### config.mk
export PLATFORM = sky130hd
export DESIGN_NAME = uart_rx_os
export DESIGN_NICKNAME = d
export VERILOG_FILES = /design/src/rtl/uart_pkg.sv /design/src/rtl/uart_baud_tick.sv /design/src/rtl/uart_rx_os.sv
export SDC_FILE = /design/constraint.sdc
export NUM_CORES = 1
export LEC_CHECK = 0
export CORE_UTILIZATION = 55
export DETAILED_ROUTE_END_ITERATION = 6
export HOLD_SLACK_MARGIN = 0.02
export PLACE_DENSITY = 0.77
export SLEW_MARGIN = 20
export SYNTH_ARGS = -nofsm -noshare
export SYNTH_HDL_FRONTEND = slang
export SYNTH_SLANG_ARGS = --single-unit
### constraint.sdc
create_clock -name clock -period 2.19 [get_ports clock]
set_input_delay 0.438 -clock clock [delete_from_list [all_inputs] [get_ports clock]]
set_output_delay 0.438 -clock clock [all_outputs]
set_load 0.01 [all_outputs]
### src/rtl/uart_pkg.sv
// uart_pkg: shared UART receiver/transmitter types and baud helper
package uart_pkg;

    typedef enum logic [2:0] {
        S_IDLE, S_START, S_DATA, S_PARITY, S_STOP, S_WAIT_HIGH
    } rx_state_t;

    typedef enum logic [1:0] {PAR_NONE, PAR_EVEN, PAR_ODD} parity_mode_t;

    function automatic int clks_per_sample(input int clk, input int baud, input int os);
        return clk / (baud * os);
    endfunction

endpackage

### src/rtl/uart_baud_tick.sv
// uart_baud_tick: free-running oversample tick generator shared by RX and TX
module uart_baud_tick
    import uart_pkg::*;
#(
    parameter int CLK_FREQ   = 100_000_000,
    parameter int BAUD_RATE  = 115200,
    parameter int OVERSAMPLE = 16
) (
    input  logic clock,
    input  logic reset_n,
    output logic tick
);

    localparam int CPS = clks_per_sample(CLK_FREQ, BAUD_RATE, OVERSAMPLE);
    localparam int CW  = (CPS > 1) ? $clog2(CPS) : 1;

    logic [CW-1:0] count_q;

    assign tick = (count_q == CW'(CPS - 1));

    // Count clocks per sample and wrap on the tick
    always_ff @(posedge clock) begin
        if (!reset_n) count_q <= '0;
        else          count_q <= tick ? '0 : count_q + 1'b1;
    end

endmodule

### src/rtl/uart_rx_os.sv
// uart_rx_os: oversampling UART receiver with majority vote, error flags and ready/valid output
module uart_rx_os
    import uart_pkg::*;
#(
    parameter int CLK_FREQ   = 100_000_000,
    parameter int BAUD_RATE  = 115200,
    parameter int OVERSAMPLE = 16,
    parameter int DATA_WIDTH = 8,
    parameter int PARITY     = 0,
    parameter int STOP_BITS  = 1
) (
    input  logic                  clock,
    input  logic                  reset_n,
    input  logic                  rx_in,
    output logic [DATA_WIDTH-1:0] data_out,
    output logic                  data_valid,
    input  logic                  data_ready,
    output logic                  frame_err,
    output logic                  parity_err,
    output logic                  break_det,
    output logic                  overrun,
    output logic                  busy
);

    localparam int SW = $clog2(OVERSAMPLE);
    localparam int BW = $clog2(DATA_WIDTH);
    localparam parity_mode_t PMODE = parity_mode_t'(PARITY);
    localparam logic [SW-1:0] VOTE_AT = SW'(OVERSAMPLE / 2 + 1);
    localparam logic [SW-1:0] LAST_S  = SW'(OVERSAMPLE - 1);

    rx_state_t state_q, state_d;
    logic tick, rx_s, vote, vote_pt, bit_end, start_clr;
    logic [1:0] sync_q, hist_q;
    logic [SW-1:0] sample_q;
    logic [BW-1:0] bit_q, bit_d;
    logic stop_q, stop_d;
    logic [DATA_WIDTH-1:0] shift_q, shift_d, data_q;
    logic ferr_q, ferr_d, perr_q, perr_d, zero_q, zero_d, pend_q, pend_d;
    logic valid_q, fe_q, pe_q, bk_q, ovr_q;

    uart_baud_tick #(
        .CLK_FREQ  (CLK_FREQ),
        .BAUD_RATE (BAUD_RATE),
        .OVERSAMPLE(OVERSAMPLE)
    ) u_tick (
        .clock  (clock),
        .reset_n(reset_n),
        .tick   (tick)
    );

    // Vote over the two previous samples plus the current one
    assign rx_s    = sync_q[1];
    assign vote    = (hist_q[1] & hist_q[0]) | (hist_q[1] & rx_s) | (hist_q[0] & rx_s);
    assign vote_pt = tick && (sample_q == VOTE_AT);
    assign bit_end = tick && (sample_q == LAST_S);

    // Synchronise the line, count samples within a bit, keep the vote history
    always_ff @(posedge clock) begin
        if (!reset_n) begin
            sync_q   <= 2'b11;
            hist_q   <= 2'b11;
            sample_q <= '0;
        end else begin
            sync_q <= {sync_q[0], rx_in};
            if (tick) hist_q <= {hist_q[0], rx_s};
            if (start_clr) sample_q <= '0;
            else if (tick) sample_q <= bit_end ? '0 : sample_q + 1'b1;
        end
    end

    // Frame FSM: next state and frame-assembly updates
    always_comb begin
        state_d   = state_q;
        bit_d     = bit_q;
        stop_d    = stop_q;
        shift_d   = shift_q;
        ferr_d    = ferr_q;
        perr_d    = perr_q;
        zero_d    = zero_q;
        pend_d    = 1'b0;
        start_clr = 1'b0;
        case (state_q)
            S_IDLE: if (!rx_s) begin
                state_d   = S_START;
                start_clr = 1'b1;
                bit_d     = '0;
                stop_d    = 1'b0;
                ferr_d    = 1'b0;
                perr_d    = 1'b0;
                zero_d    = 1'b1;
            end
            S_START: begin
                if (vote_pt && vote) state_d = S_IDLE;
                else if (bit_end)    state_d = S_DATA;
            end
            S_DATA: begin
                if (vote_pt) begin
                    shift_d = {vote, shift_q[DATA_WIDTH-1:1]};
                    if (vote) zero_d = 1'b0;
                end
                if (bit_end) begin
                    bit_d = bit_q + 1'b1;
                    if (bit_q == BW'(DATA_WIDTH - 1)) begin
                        bit_d   = '0;
                        state_d = (PMODE != PAR_NONE) ? S_PARITY : S_STOP;
                    end
                end
            end
            S_PARITY: begin
                if (vote_pt) begin
                    perr_d = ((^shift_q) ^ vote) != (PMODE == PAR_ODD);
                    if (vote) zero_d = 1'b0;
                end
                if (bit_end) state_d = S_STOP;
            end
            S_STOP: begin
                if (vote_pt) begin
                    if (!vote) ferr_d = 1'b1;
                    else       zero_d = 1'b0;
                    if (stop_q == 1'(STOP_BITS - 1)) begin
                        pend_d  = 1'b1;
                        state_d = (zero_q && !vote) ? S_WAIT_HIGH : S_IDLE;
                    end
                end else if (bit_end) stop_d = 1'b1;
            end
            S_WAIT_HIGH: if (rx_s) state_d = S_IDLE;
            default: state_d = S_IDLE;
        endcase
    end

    // State and frame-assembly registers
    always_ff @(posedge clock) begin
        if (!reset_n) begin
            state_q <= S_IDLE;
            bit_q   <= '0;
            stop_q  <= 1'b0;
            shift_q <= '0;
            ferr_q  <= 1'b0;
            perr_q  <= 1'b0;
            zero_q  <= 1'b0;
            pend_q  <= 1'b0;
        end else begin
            state_q <= state_d;
            bit_q   <= bit_d;
            stop_q  <= stop_d;
            shift_q <= shift_d;
            ferr_q  <= ferr_d;
            perr_q  <= perr_d;
            zero_q  <= zero_d;
            pend_q  <= pend_d;
        end
    end

    // Holding register: load a finished frame if free or draining, otherwise drop it and flag overrun
    always_ff @(posedge clock) begin
        if (!reset_n) begin
            data_q  <= '0;
            valid_q <= 1'b0;
            fe_q    <= 1'b0;
            pe_q    <= 1'b0;
            bk_q    <= 1'b0;
            ovr_q   <= 1'b0;
        end else begin
            ovr_q <= pend_q && valid_q && !data_ready;
            if (pend_q && (!valid_q || data_ready)) begin
                data_q  <= shift_q;
                fe_q    <= ferr_q;
                pe_q    <= perr_q;
                bk_q    <= zero_q;
                valid_q <= 1'b1;
            end else if (data_ready) valid_q <= 1'b0;
        end
    end

    assign data_out   = data_q;
    assign data_valid = valid_q;
    assign frame_err  = fe_q;
    assign parity_err = pe_q;
    assign break_det  = bk_q;
    assign overrun    = ovr_q;
    assign busy       = (state_q != S_IDLE);

endmodule
==> qor.txt, run 1 <==
WL/cell - 13.0 microns
slew of the pin with the lowest slew margin - 0.523 ns
Hold Vio Cnt, Final - 0
Slew Limit Fails - 0
# IOs - 18
FP Rows - 21
CTS Buf Count - 5
Place WS - 0.330 ns
top-area cell type share of the netlist area - 0.457
Routed WL - 3770 microns
P&R area growth vs syn - 15.4%
Top FF cell, synth - dfxtp_1
DR iter-0 viols - 109
RSZ-0062 raised after global routing - false
leakage - 0.940 nW
Yosys top cell by area - dfxtp_1
FF-to-FF path depth - 7
setup TNS - 0 ns
P_sw - 0.325 mW
TritonCTS clock tree - built
Synth Warn # - 0
register area share after synthesis - 0.457
hold path startpoint - sync_q[0]$_SDFF_PN1_
vias - 1532
synthesized area - 2010 sq um
Initial Utilization - 0.589
Setup Buffers After CTS - 0
Hold Slack - 0.435 ns
post-layout util - 0.680
Critical Path Fanout Max - 10
CTS max path bufs - 2
Clock Sinks - 46
CP Launch Type - flop
worst hold path type - flop to flop
Hold Path Sink - sync_q[1]$_SDFF_PN1_
count of endpoints failing setup in the final report - 0
period utilization - 0.948
most instantiated library cell after synthesis - dfxtp_1
synthesized area per cell - 9.15 sq um
Clock Power Share - 0.305
maxcap violations - 0
Post-synth EDFFs - 0
HPWL after DPL - 2780 microns
DR pass1 iterations - 7
Die Footprint - 3910 sq um
setup slack, reg-to-reg - 0.31 ns
Fin Clk Skew - 0.00745 ns
Post-synth ARST share - 0
grt ovf - 0
Seq cells post-synth - 46
worst vdd ir - 0.000435 V
Critical Path RT - 1.75 ns
Core Area - 3420 sq um
outcome - complete, no violations
kind of critical path - flop to primary output
CTS H-Tree Depth - 2
first-pass GRT wire length - 6550 microns
reg2reg end - shift_q[2]$_SDFFE_PN0P_
Hold Path Cell Cnt - 1
Final WS setup - 0.115 ns
Synthesized Nets - 230
Final GP Congestion - 0.846
number of global-route vias before repair - 1430
synth unique cells - 40
pin count of the biggest net entering global routing - 17
top post-synthesis cells by count - 46 x dfxtp_1, 39 x nor2_1, 20 x mux2i_1
pwr/cell area - 589 nW/um^2
fin nets - 253
Worst EP arrival - 1.64 ns
Crit. End Element - primary output
Die Wd - 62.5 microns
DRC - 0
number of antenna violations at the first check in global routing - 0
fmax - 482 MHz
Die Span Y - 62.5 microns
CTS clk-pin slew, worst paths - 0.13 ns
Sequential Power Share - 0.627
post-layout minimum cycle time - 2.08 ns
Antenna Cells - 0
All-Layer GR Usage - 0.216
Cells after Synth - 220
Synth area leaders - dfxtp_1 46%, mux2i_1 9.9%, nor2_1 7.3%, xnor2_1 3.9%, ha_1 3.7%
Slew HR - 0.651
Reg-to-Reg Start - u_tick.count_q[0]$_SDFF_PP0_
Antenna Nets Post-Route - 0
combinational share of power - 0.068
via density per instance - 5.28
Internal - 1.04 mW
layout cell share with drive strength beyond 1 - 0.0861
port bufs - 17
switch share - 0.237
clock latency at the later pin of the worst-skew pair - 0.35 ns
root buffer cell - clkbuf_4
## worst max path at each step
stage / end / startpoint / cells after the start / slack [ns]
2_1_floorplan: shift_q[7]$_SDFFE_PN0P_ / u_tick.count_q[0]$_SDFF_PP0_ / 7 / 0.17
3_3_place_gp: shift_q[2]$_SDFFE_PN0P_ / u_tick.count_q[0]$_SDFF_PP0_ / 7 / 0.37
3_5_place_dp: shift_q[7]$_SDFFE_PN0P_ / u_tick.count_q[0]$_SDFF_PP0_ / 7 / 0.33
4_1_cts: busy / state_q[2]$_SDFFE_PN0P_ / 2 / 0.05
5_1_grt: busy / state_q[1]$_SDFFE_PN0P_ / 2 / 0.05
6_report: busy / state_q[1]$_SDFFE_PN0P_ / 2 / 0.11
## metal layers
metal	GRT usage	up-vias	wire length, microns
met5	0	-	0
met1	0.284	697	1870
met2	0.337	28	1700
li1	-	800	-
met3	0.0547	7	143
met4	0.0872	0	57
## cell type report
cell class | count | area [sq um]
Tap cell | 46 | 57.6
Fill cell | 289 | 1090
Timing Repair Buffer | 25 | 230
Clock buffer | 7 | 55.1
Clock inverter | 1 | 5.00
Multi-Input combinational cell | 159 | 1030
Sequential cell | 46 | 923
Inverter | 6 | 22.5
## power by group through the flow
stage | logic, mW | registers [mW] | clock network (mW)
finish | 0.0928 | 0.857 | 0.417
global route | 0.103 | 0.860 | 0.461
CTS | 0.0930 | 0.857 | 0.422
detailed placement | 0.0927 | 0.876 | 0
global placement | 0.0917 | 0.875 | 0
floorplan | 0.0614 | 0.873 | 0
## per-stage QoR
stage / cell area, sq um / total power, mW / instances
2_1_floorplan: 2010 / 0.934 / 220
3_3_place_gp: 2260 / 0.966 / 282
3_5_place_dp: 2260 / 0.969 / 282
4_1_cts: 2320 / 1.37 / 290
5_1_grt: 2320 / 1.42 / 290
6_report: 2320 / 1.37 / 290
## flip-flops by register name (all words and copies together) (netlist names), 2 cells and up
name	cells
u_tick.count_q	6
hist_q	2
shift_q	8
sample_q	4
bit_q	3
sync_q	2
data_out	8
state_q	3
## cells by family after synthesis
logic type,synth area share
buf+inv,0.0317
compound gates,0.0932
fa+ha+maj,0.0423
simple gates,0.219
xor+xnor,0.0566
flops,0.457
mux,0.0994
## what timing repair did
item,in CTS,in global routing
resized for setup,0,2
hold buffers,0,0
setup endpoints to repair,0,1
## layout by cell type (no fill, tap or decap), types with 5 or more instances in the layout
cell | netlist | routed
dfxtp_1 | 46 | 44
nor2_1 | 39 | 39
mux2i_1 | 20 | 20
clkdlybuf4s50_1 | 0 | 17
nand2_1 | 15 | 15
a21oi_1 | 10 | 10
xnor2_1 | 9 | 9
buf_4 | 0 | 8
inv_1 | 6 | 6
ha_1 | 6 | 6
nand2b_1 | 5 | 5
nand3_1 | 5 | 5
o21ai_0 | 5 | 5
clkbuf_4 | 0 | 5
## critical path: stages, from the launching register on
cell	delay, ns
dfxtp_2	0.39
or3_1	0.40
clkdlybuf4s50_1	0.50
Power figures use the tool's default switching activity.
==> inputs of run 2 (changes only) <==
==> constraint.sdc (replaced) <==
create_clock -name clock -period 2.2 [get_ports clock]
set_input_delay 0.44 -clock clock [delete_from_list [all_inputs] [get_ports clock]]
set_output_delay 0.44 -clock clock [all_outputs]
set_load 0.01 [all_outputs]
==> run 2 against run 1 <==
Effect of this change: global-route usage increased by 0.38 points; power decreased by 1.8%; critical path depth unchanged; worst hold slack got worse by 0.0067 ns; clock skew increased by 0.0021 ns; count of clock-buffer cells in the layout decreased by 2; combinational power about the same; routed wire length decreased by 0.82%; largest power group unchanged.
==> qor.txt, run 2 (synthesis gave the netlist of run 1 again) <==
WL/cell - 12.9 microns (-1.2%)
Hold Vio Cnt, Final - 0 (unchanged)
root buffer cell - clkbuf_4
Slew HR - 0.646 (-0.00453)
pwr/cell area - 577 nW/um^2 (-2.0%)
setup TNS - 0 ns (unchanged)
Slew Limit Fails - 0 (unchanged)
Die Span Y - 62.5 microns (unchanged)
Initial Utilization - 0.589 (unchanged)
FP Rows - 21 (unchanged)
post_cts resized - 0 (unchanged)
period utilization - 0.962
CTS max path bufs - 2 (unchanged)
DR iter-0 viols - 62 (-43%)
Final GP Congestion - 0.846 (about the same)
count of endpoints failing setup in the final report - 0 (unchanged)
All-Layer GR Usage - 0.220 (+0.00384)
Antenna Cells - 0 (unchanged)
Die Footprint - 3910 sq um (unchanged)
Slowest Stage Delay on Critical Path - 0.50 ns (about the same)
number of antenna violations at the first check in global routing - 0 (unchanged)
Fin Clk Skew - 0.00951 ns (+0.00207 ns)
Setup Buffers After CTS - 0 (unchanged)
Critical Path Fanout Max - 7 (-3)
Worst Path Buf+Inv - 1 (unchanged)
vias - 1565 (+2.2%)
outcome - complete, no violations
maxcap violations - 0 (unchanged)
fmax - 473 MHz
multi-input combinational cell area - 1030 sq um (unchanged)
HPWL after DPL - 2690 microns (-3.1%)
fin nets - 254 (+0.40%)
Die Wd - 62.5 microns (unchanged)
cts-stage hold buffer count - 0 (unchanged)
Antenna Nets Post-Route - 0 (unchanged)
CTS clk-pin slew, worst paths - 0.13 ns (about the same)
leakage - 0.941 nW (about the same)
Crit. End Element - primary output
port bufs - 17 (unchanged)
layout cell share with drive strength beyond 1 - 0.0898 (+0.00373)
worst vdd ir - 0.000334 V (-23%)
via density per instance - 5.38 (+1.8%)
RSZ-0062 raised after global routing - false
Final WS setup - 0.0836 ns (-0.0311 ns)
pin count of the biggest net entering global routing - 17 (unchanged)
DRC - 0 (unchanged)
number of global-route vias before repair - 1500 (+4.9%)
Critical Path RT - 1.76 ns (about the same)
leading cell type in the layout, fill and taps excluded - dfxtp_1
DR pass1 iterations - 4 (-3)
Fillers - 297 (+2.8%)
P&R area growth vs syn - 15.6%
worst hold path type - flop to flop
first-pass GRT wire length - 6680 microns (+2.0%)
# IOs - 18 (unchanged)
CP max-delay cell - clkdlybuf4s50_1
CTS H-Tree Depth - 2 (unchanged)
TritonCTS clock tree - built
Worst EP arrival - 1.68 ns (+0.04 ns)
CTS Buf Count - 5 (unchanged)
kind of critical path - flop to primary output
slew of the pin with the lowest slew margin - 0.530 ns (+0.00679 ns)
grt ovf - 0 (unchanged)
clock latency at the later pin of the worst-skew pair - 0.37 ns (+0.02 ns)
CP Cell Sequence - or3_1, clkdlybuf4s50_1
post-layout minimum cycle time - 2.12 ns
Clock Sinks - 46 (unchanged)
most frequent cells in the layout - 45 x dfxtp_1, 39 x nor2_1, 20 x mux2i_1
Place WS - 0.348 ns (+0.0182 ns)
Routed WL - 3740 microns (-0.82%)
CP top delay family - buffers and inverters
CP Launch Type - flop
Core Area - 3420 sq um (unchanged)
FF+latch area - 922 sq um (-0.14%)
[run 2: cell count changes in the layout (fill, tap and decap cells not counted), sizes merged]
cell and delta:
buf +1, clkinv +1, clkinvlp +1, clkbuf -2
[run 2: path summary, 6_finish.rpt]
path | from | endpoint | slack (ns) | cells past startpoint
max | state_q[1]$_SDFFE_PN0P_ | busy | 0.08 | 2
min | sync_q[0]$_SDFF_PN1_ | sync_q[1]$_SDFF_PN1_ | 0.43 | 1
max reg2reg | u_tick.count_q[0]$_SDFF_PP0_ | sample_q[3]$_SDFFE_PP0P_ | 0.31 | 6
min reg2reg | sync_q[0]$_SDFF_PN1_ | sync_q[1]$_SDFF_PN1_ | 0.43 | 1
[run 2: per-stage QoR]
| stage | instances | util | total power, mW | area, sq um | hold slack (ns) |
|---|---|---|---|---|---|
| 2_1_floorplan | 220 | - | 0.930 | 2010 | 0.386 |
| 3_3_place_gp | 283 | 0.664 | 0.962 | 2270 | 0.388 |
| 3_5_place_dp | 283 | 0.664 | 0.964 | 2270 | 0.406 |
| 4_1_cts | 291 | 0.681 | 1.36 | 2330 | 0.436 |
| 5_1_grt | 291 | 0.681 | 1.41 | 2330 | 0.467 |
| 6_report | 291 | 0.681 | 1.34 | 2330 | 0.428 |
[run 2: layout make-up]
type                            count  area share
Timing Repair Buffer               26       0.102
Sequential cell                    46       0.396
Inverter                            6     0.00968
Clock inverter                      3     0.00914
Tap cell                           46      0.0247
Multi-Input combinational cell    159       0.442
Clock buffer                        5      0.0161
[run 2: power breakdown]
| part | internal (mW) | total, mW | switching (mW) | leakage (nW) |
|---|---|---|---|---|
| combinational | 0.0378 | 0.0927 | 0.0548 | 0.537 |
| clock | 0.124 | 0.396 | 0.272 | 0.0312 |
| sequential | 0.845 | 0.854 | 0.00897 | 0.373 |
[run 2: worst reg2reg max path, stage by stage (launching register included)]
cell and delay (ns):
dfxtp_1 0.40, ha_1 0.17, nand2_2 0.06, or3_1 0.41
buf_4 0.19, or3_2 0.44, a21oi_1 0.15
[run 2: routing by layer]
layer	vias up	wire length (microns)	GRT usage
li1	802	-	-
met1	719	1800	0.276
met2	35	1700	0.341
met3	9	150	0.0620
met4	0	87	0.116
met5	-	0	0
